===== src/rtl/uart_tx_arbiter.sv =====
// uart_tx_arbiter: shares one uart_tx serializer among N_REQ byte producers.
// Round-robin grant with a bounded burst, optional ID header byte per grant,
// tx_start/tx_done sequencing and a tx_done watchdog that aborts the grant.
module uart_tx_arbiter #(
  parameter int unsigned N_REQ     = 4,
  parameter int unsigned MAX_BURST = 4,
  parameter int unsigned ID_HDR    = 1,
  parameter logic [7:0]  HDR_BASE  = 8'hA0,
  parameter int unsigned TIMEOUT   = 60000,
  localparam int unsigned IDW      = $clog2(N_REQ)
) (
  input  logic               clk,
  input  logic               reset,
  input  logic [N_REQ-1:0]   req_valid,
  input  logic [8*N_REQ-1:0] req_data,
  output logic [N_REQ-1:0]   req_ready,
  output logic               tx_start,
  output logic [7:0]         tx_data,
  input  logic               tx_done,
  output logic [IDW-1:0]     grant_id,
  output logic               busy,
  output logic               timeout_err
);

  localparam int unsigned BCW = $clog2(MAX_BURST + 1);
  localparam int unsigned WDW = (TIMEOUT > 1) ? $clog2(TIMEOUT) : 1;
  localparam logic [BCW-1:0] BURST_MAX = BCW'(MAX_BURST);
  localparam logic [WDW-1:0] WD_LIMIT  = WDW'((TIMEOUT > 0) ? TIMEOUT - 1 : 0);

  typedef enum logic [2:0] {
    IDLE,
    HDR,
    HWAIT,
    LOAD,
    START,
    WAIT
  } state_t;

  state_t           state;
  state_t           state_n;
  logic [IDW-1:0]   last;
  logic [BCW-1:0]   burst_cnt;
  logic [WDW-1:0]   wdog;
  logic [IDW-1:0]   pick;
  logic [IDW-1:0]   cand;
  logic             found;
  logic [IDW-1:0]   ld_id;
  logic             wd_hit;
  logic             abort;

  // Round-robin search starting just after the last served requester.
  always_comb begin
    pick  = last;
    cand  = '0;
    found = 1'b0;
    for (int unsigned k = 1; k <= N_REQ; k++) begin
      cand = IDW'((32'(last) + k) % N_REQ);
      if (!found && req_valid[cand]) begin
        found = 1'b1;
        pick  = cand;
      end
    end
  end

  // Next state; tx_done is only honoured in HWAIT/WAIT and beats the watchdog.
  always_comb begin
    state_n = state;
    abort   = 1'b0;
    wd_hit  = (TIMEOUT != 0) && (wdog == WD_LIMIT);
    unique case (state)
      IDLE: begin
        if (|req_valid) begin
          state_n = (ID_HDR != 0) ? HDR : LOAD;
        end
      end
      HDR:   state_n = HWAIT;
      HWAIT: begin
        if (tx_done) begin
          state_n = LOAD;
        end else if (wd_hit) begin
          abort   = 1'b1;
          state_n = IDLE;
        end
      end
      LOAD:  state_n = START;
      START: state_n = WAIT;
      WAIT: begin
        if (tx_done) begin
          if (req_valid[grant_id] && (burst_cnt < BURST_MAX)) begin
            state_n = LOAD;
          end else begin
            state_n = IDLE;
          end
        end else if (wd_hit) begin
          abort   = 1'b1;
          state_n = IDLE;
        end
      end
      default: state_n = IDLE;
    endcase
  end

  // Requester whose ready is raised on entry to LOAD: the fresh pick when
  // coming straight from IDLE (no header), otherwise the held grant.
  always_comb begin
    ld_id = (state == IDLE) ? pick : grant_id;
  end

  // State register.
  always_ff @(posedge clk or negedge reset) begin
    if (!reset) begin
      state <= IDLE;
    end else begin
      state <= state_n;
    end
  end

  // Grant bookkeeping, burst counter, watchdog and the outgoing byte.
  always_ff @(posedge clk or negedge reset) begin
    if (!reset) begin
      grant_id  <= '0;
      last      <= IDW'(N_REQ - 1);
      burst_cnt <= '0;
      wdog      <= '0;
      tx_data   <= '0;
    end else begin
      // Every path into HWAIT/WAIT is a state change, so clearing on any
      // change is the same as clearing on entry.
      if (state_n != state) begin
        wdog <= '0;
      end else if ((state == HWAIT) || (state == WAIT)) begin
        wdog <= wdog + 1'b1;
      end

      unique case (state)
        IDLE: begin
          if (state_n != IDLE) begin
            grant_id  <= pick;
            burst_cnt <= '0;
            if (ID_HDR != 0) begin
              tx_data <= HDR_BASE | 8'(pick);
            end
          end
        end
        LOAD: begin
          tx_data   <= req_data[{grant_id, 3'b000} +: 8];
          burst_cnt <= burst_cnt + 1'b1;
        end
        HWAIT, WAIT: begin
          if (state_n == IDLE) begin
            last <= grant_id;
          end
        end
        default: begin
        end
      endcase
    end
  end

  // Registered Moore outputs, decoded from the state being entered.
  always_ff @(posedge clk or negedge reset) begin
    if (!reset) begin
      tx_start    <= 1'b0;
      busy        <= 1'b0;
      timeout_err <= 1'b0;
      req_ready   <= '0;
    end else begin
      tx_start    <= (state_n == HDR) || (state_n == START);
      busy        <= (state_n != IDLE);
      timeout_err <= abort;
      req_ready   <= '0;
      if (state_n == LOAD) begin
        req_ready[ld_id] <= 1'b1;
      end
    end
  end

endmodule


===== config.mk =====
export PLATFORM = sky130hd
export DESIGN_NAME = uart_tx_arbiter
export DESIGN_NICKNAME = d
export VERILOG_FILES = /design/src/rtl/uart_tx_arbiter.sv
export SDC_FILE = /design/constraint.sdc
export NUM_CORES = 1
export LEC_CHECK = 0
export BUFFER_PORTS_ARGS = -buffer_cell sky130_fd_sc_hd__buf_2
export CAP_MARGIN = 5
export CORE_MARGIN = 2
export CORE_UTILIZATION = 58
export DETAILED_ROUTE_END_ITERATION = 10
export PLACE_DENSITY = 0.82
export REMOVE_ABC_BUFFERS = 1
export SETUP_SLACK_MARGIN = 0.05
export SYNTH_ARGS = -nofsm -noshare
export SYNTH_HDL_FRONTEND = slang
export SYNTH_SLANG_ARGS = --single-unit

===== constraint.sdc =====
create_clock -name clk -period 4.1 [get_ports clk]
set_input_delay 0.82 -clock clk [delete_from_list [all_inputs] [get_ports clk]]
set_output_delay 0.82 -clock clk [all_outputs]
set_load 0.05 [all_outputs]

==> flow_summary.yaml <==
clock_tree:
  cts_tree: "built"
  cts-hold-fix-buffers: 0
  root_buffer: "clkbuf_8"
  clk_path_buf_depth: 2
  path_clk_slew_ps: 80
  post_cts_buffers: 0
  cts_resized: 0
  cts_buffers: 5
  insertion_delay_ps: 300
  htreeDepth: 2
  cts.sinks: 41
sta:
  hold_viol: 0
  tns_ps: 0
  rsz0062_at_grt: "false"
  setup_violations: 0
  fin_skew_ps: 6.55
  tightest_slew_ps: 893
  slew_viol_final: 0
  fin_crit_sh: 0.626
  fmax_mhz: 390
  max_slew_margin: 0.404
  period_minus_slack_ps: 2570
layout:
  fillCellCount: 301
  diodes: 0
  layoutNonFillerInstCount: 319
  regArea_um2: 1030
  multi_input_comb_area_um2: 1200
  synthToLayoutAreaGrowth_pct: 14.3
  nets: 309
  finalInstanceArea_um2: 2690
  drive_above_1_share: 0.338
yosys:
  syn_area_per_cell_um2: 10.8
  syn_inst: 218
  yosysUniqueCellTypes: 57
  synth_edf_count: 0
  yosys_register_bits: 41
  ys.flop_type: "dfrtp_1"
  synth_top_cell_by_area: "dfrtp_1"
  synthTopCellsByArea: "dfrtp_1 (42%), mux4_2 (8.6%), nor2_1 (4.2%)"
  synth_top_area_share: 0.415
  yosysWarnings: 0
  ys_seq_area_frac: 0.437
  async_flop_share: 1.00
  synth_area_um2: 2350
drt:
  drcViolationCount: 0
  totalWireLength_mm: 4.58
  ant_nets: 0
  viasPerCell: 5.84
  vias: 1862
  drt-pass1-iter-count: 4
  first_iter_violations: 129
  routedWlPerCell_um: 14.3
power_and_ir_drop:
  power.leakage_nw: 1.23
  vdd_drop_max_mv: 0.457
  power_density_nw_per_um2: 689
floorplanning:
  die_width_um: 67.7
  initial_core_util: 0.596
  io_pins: 56
  dieArea_um2: 4580
  core_um2: 3940
  die_h_um: 67.7
  row_count: 23
global_route:
  grt_max_degree: 42
  grt_remaining_overflow: 0
  grt_pass1_vias: 1781
  grt.total_usage: 0.228
  grt_antenna_before_repair: 0
  grt_pass1_wl_mm: 7.67
place:
  dp_cells: 311
  io_buffers: 55
  gp_congestion: 0.876
  place_area_um2: 2600
  dp_hpwl_mm: 3.37
critical_path:
  worst_setup_path_end_kind: "flip-flop"
  cp.required_ps: 4260
  cp-start-kind: "flip-flop"
  crit_type: "flip-flop to flip-flop"
  critPathArrivalTime_ps: 2730
  critPathMaxFanout: 16
hold_path:
  holdCritPathClass: "flip-flop to flip-flop"
flow_run:
  maxCapViolCount: 0
outcome:
  status: "completed"
## stage by stage
stage / total power, mW / util / setup slack (ps) / hold slack, ps
final: 1.85 / 0.681 / 1530 / 480
after global routing: 1.98 / 0.681 / 1370 / 496
after CTS: 1.86 / 0.681 / 1520 / 484
after detailed placement: 1.60 / 0.659 / 1530 / 475
after global placement: 1.58 / 0.659 / 1610 / 465
after floorplan: 1.38 / - / 1720 / 446
## area by class of cell
type,instances,share of cell area
multi-input cells,156,0.447
repair buffers,55,0.102
inverters,9,0.0126
clock inverters,3,0.00652
flip-flops and latches,41,0.383
clock buffers,5,0.0256
well taps,50,0.0233
## worst paths after layout
kind	start	to	slack, ps	cells past startpoint
max	wdog[5]	wdog[10]	1530	5
min in group asynchronous	reset	req_ready[3]	640	1
min	burst_cnt[0]	burst_cnt[0]	480	1
max in group asynchronous	reset	busy	2910	1
min reg2reg	burst_cnt[0]	burst_cnt[0]	480	1
max reg2reg	wdog[5]	wdog[10]	1530	5
## registers in the layout (all words and copies together) (netlist names)
name / cells
busy: 1
last: 2
state: 3
grant_id: 2
burst_cnt: 3
tx_data: 8
req_ready: 4
tx_start: 1
wdog: 16
timeout_err: 1
## Yosys cell counts, types with 2 or more instances
library cell / number
a21oi_1: 10
nor3b_1: 2
or3_1: 2
nand3b_1: 2
a22o_1: 5
nand3_1: 9
xor2_1: 11
xnor2_1: 5
dfrtp_1: 39
nor3_1: 4
nand4_1: 4
a21o_1: 2
buf_1: 3
nor2_1: 26
nand2_1: 15
o21ai_0: 6
mux2_2: 3
mux2i_1: 2
o221ai_1: 2
buf_6: 4
mux4_2: 9
clkbuf_1: 3
and3_1: 3
ha_1: 2
o2bb2ai_2: 2
inv_1: 8
dfstp_2: 2
a41oi_1: 3
nor2b_1: 2
## report_power, final
group,total [mW],leakage (nW),switching [mW],internal [mW]
clock,0.265,0.0439,0.148,0.118
combinational,0.932,0.649,0.569,0.363
sequential,0.655,0.532,0.143,0.513
total,1.85,1.23,0.859,0.993
## critical path, stage by stage (launching register included)
cell	delay, ps
dfrtp_1	420
or4b_1	530
or4_4	600
o2bb2ai_2	210
o2bb2ai_2	530
nor2_1	130
## placed cells by master, fill, tap and decap left out, drive strengths merged, types with 3 or more instances in the layout
cell,instances
buf,55
dfrtp,39
nor2,26
nand2,15
xor2,11
a21oi,10
nand3,9
mux4,9
inv,9
o21ai,7
xnor2,5
a22o,5
clkbuf,5
nand4,4
nor3,4
and3,4
a41oi,3
mux2,3
nor3b,3
## layer usage
metal  vias to the layer above  GRT usage  share of wire
li1                        891          -              -
met1                       898      0.279           0.43
met2                        68      0.374           0.49
met3                         5     0.0633          0.063
met4                         0      0.102          0.017
met5                         -          0              0
## cells by family (layout without fill, tap and decap cells)
family / after synthesis / after routing / synth area share
AO/OA/AOI/OAI: 39 / 39 / 0.130
XOR/XNOR: 16 / 16 / 0.0596
adder cells (fa/ha/maj): 2 / 2 / 0.0106
buffers and inverters: 21 / 72 / 0.0522
flip-flops: 41 / 41 / 0.437
multiplexers: 14 / 14 / 0.109
AND/OR/NAND/NOR: 85 / 85 / 0.201
Note: power is estimated with default switching activity, not from simulation.
